[src/rtl/bus_cycle_sequencer.sv]
// bus_cycle_sequencer: T1-T4 bus-cycle controller with READY wait states and timeout
module bus_cycle_sequencer #(
   parameter int WAIT_MAX = 15
) (
   input  logic        clk,
   input  logic        reset,
   input  logic        req_valid,
   output logic        req_ready,
   input  logic [2:0]  OP,
   input  logic [19:0] req_addr,
   input  logic [7:0]  req_wdata,
   output logic        rsp_valid,
   output logic [7:0]  rsp_data,
   output logic        rsp_err,
   output logic [19:0] Direction,
   output logic [7:0]  Data,
   output logic        data_oe,
   input  logic [7:0]  bus_rdata,
   output logic        ALE,
   output logic        RD_n,
   output logic        WR_n,
   output logic        IO_M,
   input  logic        READY
);
   typedef enum logic [2:0] {S_IDLE, S_T1, S_T2, S_T3, S_TW, S_T4} state_t;
   state_t      r_state, w_next;
   logic        r_rd;
   logic [3:0]  r_wait;
   logic        w_accept, w_legal, w_strobe, w_done, w_timeout;
   // state register; reset drops any in-flight cycle immediately
   always_ff @(posedge clk or posedge reset) begin
      if (reset) r_state <= S_IDLE;
      else       r_state <= w_next;
   end
   // next-state and Moore output decode; strobes depend only on state and latched op
   always_comb begin
      w_next    = r_state;
      req_ready = (r_state == S_IDLE) && !reset;
      w_accept  = req_valid && req_ready;
      w_legal   = OP inside {3'd1, 3'd2, 3'd3, 3'd4};
      w_strobe  = r_state inside {S_T2, S_T3, S_TW};
      w_done    = (r_state inside {S_T3, S_TW}) && READY;
      w_timeout = (r_state == S_TW) && !READY && (r_wait == 4'(WAIT_MAX - 1));
      ALE       = r_state == S_T1;
      RD_n      = !(w_strobe && r_rd);
      WR_n      = !(w_strobe && !r_rd);
      data_oe   = w_strobe && !r_rd;
      rsp_valid = r_state == S_T4;
      case (r_state)
         S_IDLE:  if (w_accept) w_next = w_legal ? S_T1 : S_T4;
         S_T1:    w_next = S_T2;
         S_T2:    w_next = S_T3;
         S_T3:    w_next = READY ? S_T4 : S_TW;
         S_TW:    w_next = (READY || w_timeout) ? S_T4 : S_TW;
         default: w_next = S_IDLE;
      endcase
   end
   // command latch, wait counter and response registers (updated on the edge entering T4)
   always_ff @(posedge clk or posedge reset) begin
      if (reset) begin
         r_rd      <= 1'b0;
         r_wait    <= 4'd0;
         IO_M      <= 1'b0;
         Direction <= '0;
         Data      <= '0;
         rsp_data  <= '0;
         rsp_err   <= 1'b0;
      end else begin
         if (w_accept) begin
            Data <= req_wdata;
            IO_M <= (OP == 3'd3) || (OP == 3'd4);
            r_rd <= (OP == 3'd1) || (OP == 3'd3);
            if (w_legal) Direction <= req_addr;
            else begin
               rsp_data <= '0;
               rsp_err  <= 1'b1;
            end
         end
         r_wait <= (r_state == S_TW) ? r_wait + 4'd1 : 4'd0;
         if (w_done) begin
            rsp_data <= r_rd ? bus_rdata : 8'd0;
            rsp_err  <= 1'b0;
         end else if (w_timeout) begin
            rsp_data <= '0;
            rsp_err  <= 1'b1;
         end
      end
   end
endmodule

[config.mk]
export PLATFORM = sky130hd
export DESIGN_NAME = bus_cycle_sequencer
export DESIGN_NICKNAME = d
export VERILOG_FILES = /design/src/rtl/bus_cycle_sequencer.sv
export SDC_FILE = /design/constraint.sdc
export NUM_CORES = 1
export LEC_CHECK = 0
export CELL_PAD_IN_SITES_DETAIL_PLACEMENT = 0
export CELL_PAD_IN_SITES_GLOBAL_PLACEMENT = 1
export CORE_AREA = 2 2 79 81
export DETAILED_ROUTE_END_ITERATION = 6
export DIE_AREA = 0 0 81 83
export GPL_TIMING_DRIVEN = 0
export PLACE_DENSITY = 0.81
export REMOVE_ABC_BUFFERS = 1
export SYNTH_ARGS = -nofsm -noshare
export SYNTH_HDL_FRONTEND = slang
export SYNTH_SLANG_ARGS = --single-unit
[constraint.sdc]
create_clock -name clk -period 5.76 [get_ports clk]
set_input_delay 0.864 -clock clk [delete_from_list [all_inputs] [get_ports clk]]
set_output_delay 0.864 -clock clk [all_outputs]
set_load 0.005 [all_outputs]
==> impl_summary.log, run 1 <==
[metrics] YS warnings: 0
[metrics] Std-Cell Core Area: just under 0.006 mm2
[metrics] number of design-rule violations left by the first detailed-router iteration: 37
[metrics] Critical Path Source Type: input port
[metrics] number of distinct library cells after synthesis: 35
[metrics] Critical R2R Launch: r_state[2]$_DFFE_PP0P_
[metrics] cells taking the most area after synthesis: sky130_fd_sc_hd__dfrtp_1 57%, sky130_fd_sc_hd__mux2_4 15%, sky130_fd_sc_hd__mux2_2 4.5%
[metrics] CP cell instances: clkdlybuf4s50_1 -> nor4_4 -> clkdlybuf4s50_1
[metrics] number of optimization iterations in the first detailed-route pass: 4
[metrics] site row count: 28
[metrics] number of cells on the worst hold path: 1
[metrics] most area-hungry cell type in the Yosys netlist: sky130_fd_sc_hd__dfrtp_1
[metrics] fin crit share: between 50% and 60%
[metrics] overall power after layout: between 1 and 1.5 mW
[metrics] PD cells: 459 mW/mm2
[metrics] cell at the slowest stage of the critical path: sky130_fd_sc_hd__clkdlybuf4s50_1
[metrics] result of the run: completed
[metrics] mean area per synthesized cell: ~14 um2
[metrics] type of the tightest min-delay check: reg2reg
[metrics] count leader, synth: sky130_fd_sc_hd__dfrtp_1
[metrics] Post-synth ARST share: 100%
[metrics] #FFs+latches synth: 46
[metrics] Hold Buf Count CTS: 0
[metrics] final RePlAce weighted congestion: about 0.7
[metrics] Worst Tran Pin Value: about 0.54 ns
[metrics] antenna cells: 0
[metrics] cell count after synthesis: 144
[metrics] leakage power figure: between 1 and 1.5 nW
[metrics] vertical die dimension: 83 um
[metrics] endpoint of the worst register-to-register path: Direction[12]$_DFFE_PP0P_
[metrics] GR Util met2: 21.0%
[metrics] synth cell count leaders: 46 x sky130_fd_sc_hd__dfrtp_1, 20 x sky130_fd_sc_hd__mux2_4, 12 x sky130_fd_sc_hd__nor2_1
[metrics] total track usage: ~14%
[metrics] element type at the critical path end: output pin
[metrics] worst-case hold path end point: r_wait[0]$_DFF_PP0_
[metrics] worst clock skew on the final layout: between 0.004 and 0.005 ns
[metrics] number of buffers between clock root and the deepest sink: 2
[metrics] register-to-register path setup slack: around 3.5 ns
[metrics] cells resized by post-CTS repair: 0
[metrics] DIE AREA: between 0.006 and 0.007 mm2
[metrics] initial core utilization: 34.5%
[metrics] TritonCTS Buffers: 5
[metrics] met3 usage in global routing: 6.30%
[metrics] reported max-cap violation count: 0
[metrics] number of levels in the clock H-tree: 2
[metrics] Max transition margin: approximately 64%
[metrics] cell depth of the worst flop-to-flop path: 4
[metrics] Area growth, synth to finish: 49.7%
[metrics] antenna violations before repair: 0
[metrics] launch point of the worst hold path: r_wait[0]$_DFF_PP0_
[metrics] Sink Count: 46
[metrics] number of antenna-violating nets in the routed design: 0
[metrics] Final Hold Slack: around 0.5 ns
[metrics] Critical Path Fanout Max: 3
[metrics] residual DRC count: 0
[metrics] top achievable clock speed: 0.335 GHz
[metrics] number of vias per cell after detailed routing: between 4 and 5
[metrics] root buffer selected by CTS: sky130_fd_sc_hd__clkbuf_8
[metrics] global-route track usage on met1: between 10% and 20%
[metrics] DR vias: between 1000 and 1500
[metrics] clock-pin slew on the worst setup and hold paths: ~0.08 ns
[metrics] critical setup path kind: in2out
[metrics] post-CTS setup-driven buffer insertion count: 0
[metrics] worst-case vdd ir drop: between 0.2 and 0.25 mV
[metrics] delay of the slowest cell on the worst path: around 0.56 ns
[metrics] Final Net Count: about 280
[metrics] most heavily used metal layer in global routing: met2
[metrics] placed wire-length estimate: 3.22 mm
[metrics] unrepaired setup endpoints after global routing: no
[metrics] clock tree from TritonCTS: built
[metrics] final standard cell count with taps included and fillers excluded: roughly 300
[metrics] Final Hold Violating Endpoints: 0
[metrics] number of synthesized flops with an enable pin: 0
[metrics] Clk Latency, worst-skew pair: between 0.2 and 0.3 ns
[metrics] total grt overflow: 0
[metrics] count of port buffers added during placement: 86
[metrics] time the worst path needs with I/O delays and setup: around 3.0 ns
[metrics] Boundary Pins: 87
[metrics] final wirelength: 4.32 mm
[metrics] share of post-route cells with drive strength above 1: 17.4%
[metrics] Die Width: between 80 and 90 um
[metrics] worst path arrival time: about 2.1 ns
[metrics] average wire length per cell after detail routing: 14.1 um
[metrics] proportion of synthesized chip area in sequential cells: between 50% and 60%
[metrics] number of global-route vias before repair: about 1500
[metrics] wire length of the first global-routing pass: 7.34 mm
[metrics] cell area after technology mapping: ~0.0020 mm2
[metrics] dominant synthesized flop cell: sky130_fd_sc_hd__dfrtp_1
[metrics] WP data required: approximately 5 ns
[metrics] setup-violating endpoint count in the final report: 0
[metrics] post-layout util: between 50% and 60%
[metrics] count of fill cells added during filler insertion: ~540
[metrics] maximum number of pins on one net before global-route repair: 27
[metrics] area share of the leading cell type in the synthesized netlist: 57.4%
[metrics] number of slew-limit violations in the final report: 0
[metrics] cell mode on critical path: sky130_fd_sc_hd__clkdlybuf4s50_1
[metrics] setup TNS: 0 ns
[metrics] placed insts: just under 300
[through the flow]
stage / cell area (um2) / setup WS (ns)
2_1_floorplan: 1950 / 3.45
3_3_place_gp: 2910 / 2.76
3_5_place_dp: 2930 / 2.77
4_1_cts: 3000 / 2.76
5_1_grt: 3000 / 2.72
6_report: 3000 / 2.78
[registers in the layout, indices dropped and copies added, names as in the netlist]
signal	count
IO_M	1
Data	8
rsp_data	8
r_state	3
rsp_err	1
Direction	20
r_rd	1
r_wait	4
[how the worst max path moves through the flow]
stage	slack (ns)	from	endpoint	cells past startpoint
finish	2.78	reset	req_ready	3
global route	2.72	reset	req_ready	3
CTS	2.76	reset	req_ready	3
detailed placement	2.77	reset	req_ready	3
global placement	2.76	reset	Direction[1]$_DFFE_PP0P_	2
floorplan	3.45	reset	Direction[0]$_DFFE_PP0P_	4
[critical path, delay by kind of cell]
kind	cells	cell delay [ns]
buffers and inverters	2	1.03
AND/OR/NAND/NOR	1	0.22
[routing by layer]
| metal | routed length [um] | part of all wire, % |
|---|---|---|
| met2 | 1950 | 45 |
| met3 | 405 | 9.4 |
| met4 | 58 | 1.3 |
| met5 | 0 | 0 |
| met1 | 1900 | 44 |
[kinds of logic (layout without fill, tap and decap cells)]
| group | after synthesis | count (layout) | share of synthesized area (%) |
|---|---|---|---|
| AND/OR/NAND/NOR | 35 | 35 | 9.73 |
| buffers and inverters | 11 | 97 | 3.31 |
| multiplexers | 28 | 28 | 19.5 |
| AO/OA/AOI/OAI | 19 | 19 | 7.55 |
| flip-flops | 46 | 46 | 57.4 |
| XOR/XNOR | 3 | 3 | 1.31 |
| adder cells (fa/ha/maj) | 2 | 2 | 1.25 |
[power breakdown]
part	total [mW]	leakage, nW	switching, mW	internal (mW)
logic	0.622	0.743	0.174	0.448
registers	0.570	0.580	0.103	0.467
clock network	0.184	0.0383	0.101	0.0837
total	1.38	1.36	0.378	0.999
[layout by cell type, fill, tap and decap left out, types with 2 or more instances in the layout]
| master | count |
|---|---|
| sky130_fd_sc_hd__nand2_1 | 7 |
| sky130_fd_sc_hd__mux2_2 | 8 |
| sky130_fd_sc_hd__nand3_1 | 2 |
| sky130_fd_sc_hd__inv_1 | 2 |
| sky130_fd_sc_hd__a22o_1 | 8 |
| sky130_fd_sc_hd__xnor2_1 | 2 |
| sky130_fd_sc_hd__nor2_1 | 12 |
| sky130_fd_sc_hd__clkdlybuf4s50_1 | 86 |
| sky130_fd_sc_hd__dfrtp_1 | 46 |
| sky130_fd_sc_hd__o21ai_0 | 4 |
| sky130_fd_sc_hd__clkbuf_1 | 2 |
| sky130_fd_sc_hd__ha_1 | 2 |
| sky130_fd_sc_hd__mux2_4 | 20 |
| sky130_fd_sc_hd__and3_1 | 2 |
| sky130_fd_sc_hd__clkbuf_8 | 5 |
[final cells by class]
type	count	area (um2)	area share [%]
multi-input cells	87	788	26.3
repair buffers	87	881	29.3
clock buffers	7	76.3	2.54
inverters	3	11.3	0.375
well taps	75	93.8	3.13
flip-flops and latches	46	1150	38.3
Power figures use the tool's default switching activity.
==> inputs of run 2 (changes only) <==
--- a/config.mk
+++ b/config.mk
@@ -7,11 +7,11 @@
 export LEC_CHECK = 0
 export CELL_PAD_IN_SITES_DETAIL_PLACEMENT = 0
 export CELL_PAD_IN_SITES_GLOBAL_PLACEMENT = 1
-export CORE_AREA = 2 2 79 81
+export CORE_AREA = 2 2 83 85
 export DETAILED_ROUTE_END_ITERATION = 6
-export DIE_AREA = 0 0 81 83
+export DIE_AREA = 0 0 85 87
 export GPL_TIMING_DRIVEN = 0
-export PLACE_DENSITY = 0.81
+export PLACE_DENSITY = 0.74
 export REMOVE_ABC_BUFFERS = 1
 export SYNTH_ARGS = -nofsm -noshare
 export SYNTH_HDL_FRONTEND = slang
==> constraint.sdc (replaced) <==
create_clock -name clk -period 3.05 [get_ports clk]
set_input_delay 0.4575 -clock clk [delete_from_list [all_inputs] [get_ports clk]]
set_output_delay 0.4575 -clock clk [all_outputs]
set_load 0.005 [all_outputs]
==> impl_summary.log, run 2 (synthesized netlist as in run 1, its figures left out) <==
[metrics] Final Hold Violating Endpoints: 0 (unchanged)
[metrics] endpoint of the worst register-to-register path: Direction[13]$_DFFE_PP0P_
[metrics] number of vias per cell after detailed routing: 4.54 (-0.95%)
[metrics] Max transition margin: 63.0% (-1.2 points)
[metrics] post-CTS setup-driven buffer insertion count: 0 (unchanged)
[metrics] cell at the slowest stage of the critical path: sky130_fd_sc_hd__dfrtp_1
[metrics] Boundary Pins: 87 (unchanged)
[metrics] Worst Tran Pin Value: 0.554 ns (+0.0176 ns)
[metrics] number of slew-limit violations in the final report: 0 (unchanged)
[metrics] reported max-cap violation count: 0 (unchanged)
[metrics] count of port buffers added during placement: 86 (unchanged)
[metrics] number of design-rule violations left by the first detailed-router iteration: 69 (+86%)
[metrics] element type at the critical path end: output pin
[metrics] share of post-route cells with drive strength above 1: 18.6% (+1.2 points)
[metrics] critical setup path kind: reg2out
[metrics] worst path bufs/invs: 1 (-1)
[metrics] cell family with the largest share of critical-path delay: simple AND/OR/NAND/NOR gates
[metrics] most common cell after layout, fill and taps aside: sky130_fd_sc_hd__clkdlybuf4s50_1
[metrics] site row count: 30 (+7.1%)
[metrics] total track usage: 12.0% (-2.0 points)
[metrics] Critical R2R Launch: r_state[2]$_DFFE_PP0P_
[metrics] number of levels in the clock H-tree: 2 (unchanged)
[metrics] Die Width: 85 um (+4.9%)
[metrics] clock-pin slew on the worst setup and hold paths: 0.09 ns (about the same)
[metrics] register-to-register path setup slack: 0.79 ns (-2.72 ns)
[metrics] number of global-route vias before repair: 1453 (-2.5%)
[metrics] final RePlAce weighted congestion: 0.686 (-0.44%)
[metrics] worst clock skew on the final layout: 0.00782 ns (+0.00364 ns)
[metrics] Area growth, synth to finish: 51.7%
[metrics] root buffer selected by CTS: sky130_fd_sc_hd__clkbuf_8
[metrics] placed wire-length estimate: 3.08 mm (-4.4%)
[metrics] average wire length per cell after detail routing: 13.5 um (-4.5%)
[metrics] DR vias: 1412 (+1.0%)
[metrics] Sink Count: 46 (unchanged)
[metrics] largest register by flop count: Direction
[metrics] TritonCTS Buffers: 5 (unchanged)
[metrics] leakage power figure: 1.38 nW (+1.4%)
[metrics] Critical Path Fanout Max: 11 (+8)
[metrics] clock tree from TritonCTS: built
[metrics] Std-Cell Core Area: 0.00657 mm2 (+13%)
[metrics] Critical Path Source Type: flop
[metrics] final wirelength: 4.20 mm (-2.6%)
[metrics] Hold Buf Count CTS: 0 (unchanged)
[metrics] Regs by FF count: Direction (20), Data (8), rsp_data (8)
[metrics] CP endpoint: WR_n
[metrics] Final Hold Slack: 0.490 ns (-0.00527 ns)
[metrics] vertical die dimension: 87 um (+4.8%)
[metrics] residual DRC count: 0 (unchanged)
[metrics] launch point of the critical path: r_state[1]$_DFFE_PP0P_
[metrics] cell depth of the worst flop-to-flop path: 4 (unchanged)
[metrics] WP data required: 2.59 ns (-2.31 ns)
[metrics] type of the tightest min-delay check: reg2reg
[metrics] DIE AREA: 0.00740 mm2 (+10%)
[metrics] worst path arrival time: 1.91 ns (-0.21 ns)
[metrics] result of the run: completed
[metrics] wire length of the first global-routing pass: 7.11 mm (-3.2%)
[metrics] total grt overflow: 0 (unchanged)
[metrics] worst-case vdd ir drop: 0.422 mV (+110%)
[metrics] number of optimization iterations in the first detailed-route pass: 5 (+1)
[metrics] time the worst path needs with I/O delays and setup: ~2.4 ns
[metrics] PD cells: 878 mW/mm2 (+91%)
[metrics] antenna cells: 0 (unchanged)
[metrics] setup TNS: 0 ns (unchanged)
[metrics] top achievable clock speed: 0.422 GHz
[metrics] initial core utilization: 30.5% (-4.0 points)
[metrics] unrepaired setup endpoints after global routing: no
[metrics] delay of the slowest cell on the worst path: 0.52 ns (-0.04 ns)
[metrics] fin crit share: 77.8%
[metrics] cells resized by post-CTS repair: 0 (unchanged)
[metrics] setup-violating endpoint count in the final report: 0 (unchanged)
[metrics] antenna violations before repair: 0 (unchanged)
[metrics] commonest cells after routing, fill and taps aside: 86 x sky130_fd_sc_hd__clkdlybuf4s50_1, 46 x sky130_fd_sc_hd__dfrtp_1, 20 x sky130_fd_sc_hd__mux2_4
[metrics] Final Net Count: 275 (unchanged)
[metrics] number of buffers between clock root and the deepest sink: 2 (unchanged)
[metrics] CP cell instances: nor2_1 -> and2_1 -> nor2_1 -> or2_2 -> clkdlybuf4s50_1
[metrics] number of antenna-violating nets in the routed design: 0 (unchanged)
[metrics] maximum number of pins on one net before global-route repair: 35 (+30%)
[metrics] critical path depth in cells: 5 (+2)
[metrics] cell mode on critical path: sky130_fd_sc_hd__nor2_1
[metrics] Clk Latency, worst-skew pair: 0.29 ns (about the same)
[metrics] max FFs per register: 20 (unchanged)
-- run 2: cell types whose count changed in the layout (fill, tap and decap cells not counted), sizes merged --
cell / previous run / this run
clkbuf: 7 / 8
-- run 2: how the worst min path moves through the flow --
stage / from / cells after the start / end
final: r_wait[0]$_DFF_PP0_ / 1 / r_wait[0]$_DFF_PP0_
after detailed placement: r_wait[0]$_DFF_PP0_ / 1 / r_wait[0]$_DFF_PP0_
after global routing: reset / 2 / Data[7]$_DFFE_PP0P_
after floorplan: r_wait[0]$_DFF_PP0_ / 1 / r_wait[0]$_DFF_PP0_
after CTS: r_wait[0]$_DFF_PP0_ / 1 / r_wait[0]$_DFF_PP0_
after global placement: r_wait[0]$_DFF_PP0_ / 1 / r_wait[0]$_DFF_PP0_
-- run 2: layout make-up --
class,count,area [um2]
multi-input combinational,87,788
fill,599,3530
clock buffer,8,110
tap,80,100
inverter,3,11.3
sequential,46,1150
timing repair buffer,87,881
-- run 2: through the flow --
step	total power [mW]	setup WS (ns)	cells	utilization, %	area [um2]
after detailed placement	2.27	0.491	303	44.6	2930
after global placement	2.25	0.423	302	44.3	2910
after floorplan	1.55	0.991	136	-	1950
after CTS	2.71	0.668	311	46.3	3040
after global routing	2.87	0.564	311	46.3	3040
final	2.67	0.678	311	46.3	3040
-- run 2: routing by layer --
| layer | wire, um | global-route usage [%] | up-vias | part of all wire [%] |
|---|---|---|---|---|
| li1 | - | - | 670 | - |
| met3 | 295 | 3.60 | 5 | 7.0 |
| met2 | 1900 | 17.8 | 60 | 45 |
| met1 | 1960 | 17.1 | 677 | 47 |
| met4 | 41 | 3.46 | 0 | 0.98 |
| met5 | 0 | 0 | - | 0 |
-- run 2: power breakdown --
part           internal, mW  switching [mW]
clock                 0.229           0.199
sequential            0.881           0.189
combinational         0.846           0.325
total                  1.96           0.712
